--- src/rtl/cache_refill_controller.sv ---
// Blocking miss handler: serves hits from the cache, refills a 4-word block from memory on a miss.
// Optional macro CACHE_CRITICAL_WORD_FIRST_EN: fetch starts at the requested word, which is returned early.
module cache_refill_controller #(
    parameter int ADDR_WIDTH = 15,
    parameter int DATA_WIDTH = 32
) (
    input  logic                      clk,
    input  logic                      rst,
    input  logic                      req,
    input  logic [ADDR_WIDTH-1:0]     address,
    input  logic                      hit,
    input  logic [DATA_WIDTH-1:0]     cache_out,
    output logic                      mem_read,
    output logic [ADDR_WIDTH-1:0]     mem_address,
    input  logic [DATA_WIDTH-1:0]     mem_data,
    input  logic                      mem_valid,
    output logic                      cache_write,
    output logic [ADDR_WIDTH-3:0]     cache_block_addr,
    output logic [4*DATA_WIDTH-1:0]   cache_block,
    output logic [DATA_WIDTH-1:0]     data_out,
    output logic                      data_valid,
    output logic                      busy
);

    typedef enum logic [1:0] {
        IDLE    = 2'd0,
        FETCH   = 2'd1,
        FILL    = 2'd2,
        RESPOND = 2'd3
    } state_t;

    state_t                  state_q, state_d;
    logic [ADDR_WIDTH-1:0]   addr_q, addr_d;
    logic [1:0]              cnt_q, cnt_d;
    logic [DATA_WIDTH-1:0]   line_q [4];
    logic [DATA_WIDTH-1:0]   line_d [4];
    logic [DATA_WIDTH-1:0]   data_out_q, data_out_d;
    logic                    data_valid_q, data_valid_d;
    logic                    cache_write_q, cache_write_d;
    logic                    busy_q, busy_d;
`ifdef CACHE_CRITICAL_WORD_FIRST_EN
    logic [1:0]              fetched_q, fetched_d;
`endif

    always_comb begin
        state_d      = state_q;
        addr_d       = addr_q;
        cnt_d        = cnt_q;
        line_d       = line_q;
        data_out_d   = data_out_q;
        data_valid_d = 1'b0;
        mem_read     = 1'b0;
        mem_address  = '0;
`ifdef CACHE_CRITICAL_WORD_FIRST_EN
        fetched_d    = fetched_q;
`endif
        case (state_q)
            IDLE: begin
                if (req) begin
                    if (hit) begin
                        data_out_d   = cache_out;
                        data_valid_d = 1'b1;
                    end else begin
                        addr_d  = address;
`ifdef CACHE_CRITICAL_WORD_FIRST_EN
                        cnt_d     = address[1:0];
                        fetched_d = 2'd0;
`else
                        cnt_d   = 2'd0;
`endif
                        state_d = FETCH;
                    end
                end
            end
            FETCH: begin
                mem_read    = 1'b1;
                mem_address = {addr_q[ADDR_WIDTH-1:2], cnt_q};
                if (mem_valid) begin
                    line_d[cnt_q] = mem_data;
                    cnt_d         = cnt_q + 2'd1;
`ifdef CACHE_CRITICAL_WORD_FIRST_EN
                    // The requested word is the first one fetched; forward it straight to the CPU.
                    fetched_d = fetched_q + 2'd1;
                    if (cnt_q == addr_q[1:0]) begin
                        data_out_d   = mem_data;
                        data_valid_d = 1'b1;
                    end
                    if (fetched_q == 2'd3) begin
                        state_d = FILL;
                    end
`else
                    if (cnt_q == 2'd3) begin
                        state_d = FILL;
                    end
`endif
                end
            end
            FILL: begin
`ifdef CACHE_CRITICAL_WORD_FIRST_EN
                state_d = IDLE;
`else
                // Registered outputs are loaded on entry so data_valid is high during RESPOND.
                state_d      = RESPOND;
                data_out_d   = line_q[addr_q[1:0]];
                data_valid_d = 1'b1;
`endif
            end
            RESPOND: begin
                state_d = IDLE;
            end
            default: begin
                state_d = IDLE;
            end
        endcase
        cache_write_d = (state_d == FILL);
        busy_d        = (state_d != IDLE);
    end

    always_ff @(posedge clk) begin
        if (rst) begin
            state_q       <= IDLE;
            addr_q        <= '0;
            cnt_q         <= '0;
            data_out_q    <= '0;
            data_valid_q  <= 1'b0;
            cache_write_q <= 1'b0;
            busy_q        <= 1'b0;
            for (int i = 0; i < 4; i++) begin
                line_q[i] <= '0;
            end
`ifdef CACHE_CRITICAL_WORD_FIRST_EN
            fetched_q     <= '0;
`endif
        end else begin
            state_q       <= state_d;
            addr_q        <= addr_d;
            cnt_q         <= cnt_d;
            data_out_q    <= data_out_d;
            data_valid_q  <= data_valid_d;
            cache_write_q <= cache_write_d;
            busy_q        <= busy_d;
            for (int i = 0; i < 4; i++) begin
                line_q[i] <= line_d[i];
            end
`ifdef CACHE_CRITICAL_WORD_FIRST_EN
            fetched_q     <= fetched_d;
`endif
        end
    end

    // The fill buffer itself is the block presented to the cache; cache_write qualifies it.
    for (genvar gi = 0; gi < 4; gi++) begin : g_block
        assign cache_block[gi*DATA_WIDTH +: DATA_WIDTH] = line_q[gi];
    end

    assign cache_block_addr = addr_q[ADDR_WIDTH-1:2];
    assign cache_write      = cache_write_q;
    assign data_out         = data_out_q;
    assign data_valid       = data_valid_q;
    assign busy             = busy_q;

endmodule

--- config.mk ---
export PLATFORM = sky130hd
export DESIGN_NAME = cache_refill_controller
export DESIGN_NICKNAME = d
export VERILOG_FILES = /design/src/rtl/cache_refill_controller.sv
export SDC_FILE = /design/constraint.sdc
export NUM_CORES = 1
export LEC_CHECK = 0
export CAP_MARGIN = 20
export CORE_UTILIZATION = 42
export CTS_BUF_LIST = sky130_fd_sc_hd__clkbuf_2
export DETAILED_ROUTE_END_ITERATION = 8
export PLACE_DENSITY = 0.78
export REMOVE_ABC_BUFFERS = 1
export SLEW_MARGIN = 40
export SYNTH_ARGS = -nofsm -noshare
export SYNTH_HDL_FRONTEND = slang
export SYNTH_SLANG_ARGS = --single-unit
--- constraint.sdc ---
create_clock -name clk -period 1.5 [get_ports clk]
set_input_delay 0.45 -clock clk [delete_from_list [all_inputs] [get_ports clk]]
set_output_delay 0.45 -clock clk [all_outputs]
set_load 0.1 [all_outputs]
==> run summary, run 1 <==
Yosys reg bits: 182
stage reached: 5_1_grt
Placement Rows: 49
total CTS buffers: 17
Placer Congestion: 0.873
htree depth: 4
IO Port Bufs: 275
pin count of the biggest net entering global routing: 43
Stop Error: [ERROR GRT-0232] Routing congestion too high. Check the congestion heatmap in the GUI.
sequential share of the synthesized area: 46.6%
Yosys warnings: 0
mapped cell area: 7820 um2
status: stopped before the end
I/O pin count: 276
Area after DPL: 13100 um2
post-synth cell types: 34
buffers from clock root to sink, at most: 2
CTS sink count: 182
Root Buffer: clkbuf_2
worst_ep kind: top-level output
syn_area_per_cell: 8.46 um2
Total GRT Usage: 68.4%
synthesized instance count: 925
grt ovf: 24
detailed placement HPWL: 20.8 mm
worst_ep grt: mem_address[13]
die height: 138 um
die width: 138 um
Initial Util: 43.3%
-- logic make-up after synthesis --
kind of cell	after synthesis	synth area share, %
compound gates	247	18.9
fa+ha+maj	4	0.640
buf+inv	101	7.09
flops	182	46.6
mux	64	9.21
simple gates	327	17.5
-- metal layers --
layer	GRT overflow	GRT usage (%)
met3	0	45.4
met2	14	92.1
met1	0	67.0
met5	0	0
met4	10	74.7
-- cells in the mapped netlist --
| cell type | n | area share, % |
|---|---|---|
| a311oi_1 | 1 | 0.11 |
| o21bai_1 | 1 | 0.096 |
| nor4b_4 | 1 | 0.30 |
| clkbuf_2 | 1 | 0.064 |
| and3b_1 | 1 | 0.11 |
| nor2_1 | 3 | 0.14 |
| o21ai_0 | 1 | 0.064 |
| buf_4 | 27 | 2.6 |
| a211oi_1 | 31 | 3.0 |
| dfxtp_1 | 182 | 47 |
| nand4b_1 | 3 | 0.34 |
| a21o_1 | 1 | 0.096 |
| nand2b_1 | 1 | 0.080 |
| inv_2 | 1 | 0.048 |
| buf_6 | 4 | 0.58 |
| a222oi_1 | 31 | 4.0 |
| ha_1 | 4 | 0.64 |
| nand3_1 | 4 | 0.26 |
| nand4b_2 | 1 | 0.19 |
| or4b_1 | 1 | 0.13 |
| buf_1 | 2 | 0.096 |
| mux2_1 | 17 | 2.4 |
| inv_1 | 4 | 0.19 |
| a21oi_1 | 180 | 12 |
| nand2_1 | 289 | 14 |
| nor2b_1 | 3 | 0.24 |
| mux2_2 | 47 | 6.8 |
| nor3b_2 | 1 | 0.16 |
| clkbuf_1 | 28 | 1.3 |
| and2_1 | 14 | 1.1 |
| a32oi_1 | 1 | 0.11 |
| and4b_1 | 4 | 0.51 |
| nand3b_1 | 1 | 0.096 |
| buf_2 | 34 | 2.2 |
-- per-stage QoR --
stage	worst slack [ps]	setup TNS (ps)	utilization [%]	instances	hold slack (ps)
after floorplan	-2910	-109240	-	829	463
after global placement	-424	-69900	72.7	1411	489
after detailed placement	-521	-78770	72.7	1411	497
after CTS	-839	-102120	86.3	1582	109
-- what timing repair did --
item / CTS
endpoints found under the setup margin: 268
hold buffers: 1
buffers inserted: 124
pin swaps: 96
resized for setup: 394
endpoints found under the hold margin: 10
cloned: 15
==> inputs of run 2 (changes only) <==
- CORE_UTILIZATION: 42 -> 40
- CTS_BUF_LIST: sky130_fd_sc_hd__clkbuf_2 -> not set
- PLACE_DENSITY: 0.78 -> not set
- PLACE_DENSITY_LB_ADDON: not set -> 0.15
- clock period: 1.5 -> 2 ns (I/O delays scaled with it)
==> run summary, run 2 <==
RSZ-0062 raised after global routing: yes
Top FF cell, synth: dfxtp_1
hold_sp: cache_block[59]
detailed placement HPWL: 19.5 mm (-6.1%)
worst skew pair latency: 440 ps
Wirelength per Cell: 19.6 um
I/O pin count: 276 (unchanged)
failing checks: setup timing
final net count: 1266
Largest register FFs: 128
placed cells: 1414 (+0.21%)
Yosys warnings: 0 (unchanged)
Synth top area share: 46.6% (unchanged)
final wirelength: 28.4 mm
area of the multi-input gates: 3700 um2
Final Util: 71.6%
most frequent cells in the layout: 289 x nand2_1, 207 x buf_12, 180 x a21oi_1, 180 x dfxtp_1, 82 x clkdlybuf4s50_1
crit path max fanout: 8
routed vias: 7866
worst reg2reg startpoint: addr_q[0]
vias per std cell: 5.42
data arrival time of the critical path: 1500 ps
global-route wire length before repair: 43.7 mm
grt ovf: 0
Yosys reg bits: 182 (unchanged)
total CTS buffers: 17 (unchanged)
most frequent cells after synthesis: 289 x nand2_1, 182 x dfxtp_1, 180 x a21oi_1
Total GRT Usage: 28.6%
number of global-route vias before repair: 7736
Hold Crit Depth: 2
First-pass DRT Iterations: 5
Pleak: 4.98 nW
htree depth: 4 (unchanged)
CTS tree: done
CP Data Required Time: 1400 ps
die area: 20100 um2
buffers from clock root to sink, at most: 2 (unchanged)
R2R cell count: 4
mapped cell area: 7820 um2 (unchanged)
crit path time final: 2100 ps
Initial Util: 41.3% (-2.0 points)
setup violators final: 16
Cell Count, Final, Fillers Out: 1450
pre-CTS setup slack: -129 ps (+392 ps)
crit end category: output port
R2R Path End: data_out[31]
filler cell count: 1381
count leader, synth: nand2_1
initial antenna violation count: 0
clk_skew: 9.01 ps
Syn-to-layout area delta: 73.6%
register area: 3650 um2
Tightest Hold Check Type: flip-flop to flip-flop
worst slew pin tran: 381 ps
sequential share of the synthesized area: 46.6% (unchanged)
Initial DRC Count: 766
synthesized instance count: 925 (unchanged)
worst ir drop on vdd: 0.640 mV
reg2reg setup slack: 280 ps
# hold bufs at CTS: 0 (-1)
die width: 142 um (+2.4%)
status: finished, violations left
Core Box Area: 19000 um2
Ant. Diodes: 0
FMAX: 475 MHz
Placement Rows: 50 (+2.0%)
Setup CP Type: flip-flop to output port
CTS sink count: 182 (unchanged)
relative slew slack: 74.6%
leading cell type in the layout, fill and taps excluded: nand2_1
syn_area_per_cell: 8.46 um2 (unchanged)
Placer Congestion: 0.807 (-7.5%)
fraction of registers with async set or reset after synthesis: 0% (unchanged)
Clock Pin Slew Worst Setup and Hold Paths: 70 ps
PnR worst setup slack: -104 ps
Hold EP: cache_block[59]
total power: 0.00906 W
EDFF count, synth: 0 (unchanged)
pwr dens: 667 nW/um2
Area contributors post-synth: dfxtp_1 47%, nand2_1 14%, a21oi_1 12%
# DRC: 0
die height: 142 um (+2.4%)
period utilisation layout: 105%
Startpoint Class: flip-flop
final hold vios: 0
DRT antenna net count: 0
post-synth cell types: 34 (unchanged)
IO Port Bufs: 275 (unchanged)
max_cap viols: 0
pin count of the biggest net entering global routing: 41
Final Max Slew Viols: 0
post-synth top area cell: dfxtp_1
ratio of cells with drive above 1 in the final layout: 29.8%
Root Buffer: clkbuf_16
==> run 2: per-stage QoR <==
step	hold slack [ps]	area (um2)	TNS [ps]
detailed placement	497	12900	-15200
global route	526	13600	-1680
floorplan	463	7290	-55090
CTS	507	13600	-736
global placement	489	12900	-5830
finish	506	13600	-1080
==> run 2: metal layers <==
layer / global-route usage (%) / share of wire, % / vias up
li1: - / - / 3693
met1: 35.1 / 39 / 3753
met2: 48.2 / 50 / 374
met3: 6.31 / 8.4 / 46
met4: 12.2 / 2.8 / 0
met5: 0 / 0 / -
==> run 2: worst max path at each step <==
stage,to,depth (start not counted),slack (ps),from
after floorplan,mem_address[0],3,-2560,state_q[0]
after global placement,cache_block[65],5,-80,mem_valid
after detailed placement,cache_block[107],5,-130,mem_valid
after CTS,mem_address[9],4,-80,state_q[0]
after global routing,mem_address[9],4,-130,state_q[0]
final,mem_address[9],4,-100,state_q[0]
==> run 2: where the power goes <==
part	internal, W	switching (W)	leakage [nW]	total (W)
registers	0.00372	0.000117	1.48	0.00383
logic	0.000695	0.00107	3.22	0.00177
clock network	0.00197	0.00150	0.283	0.00346
==> run 2: cell families (layout without fill, tap and decap cells) <==
family / Yosys count / in the layout / synth area share (%)
adder cells (fa/ha/maj): 4 / 4 / 0.640
AO/OA/AOI/OAI: 247 / 247 / 18.9
flip-flops: 182 / 182 / 46.6
AND/OR/NAND/NOR: 327 / 327 / 17.5
buffers and inverters: 101 / 366 / 7.09
multiplexers: 64 / 64 / 9.21
==> run 2: critical path: stages, from the launching register on <==
cell	delay, ps
dfxtp_2	330
nor2b_4	210
buf_6	170
and2_4	170
buf_12	170
==> run 2: timing repair <==
action | in CTS | in global routing
buffers inserted | 3 | 1
resized for setup | 22 | 3
setup endpoints to repair | 16 | 16
cloned | 1 | 0
pin swaps | 0 | 0
==> run 2: area by class of cell <==
class | count | share of cell area, %
tap | 260 | 2.40
timing repair buffer | 330 | 38.9
multi-input combinational | 642 | 27.2
inverter | 5 | 0.138
clock inverter | 11 | 1.00
sequential | 182 | 26.9
clock buffer | 20 | 3.45
(Power assumes the default switching activity.)
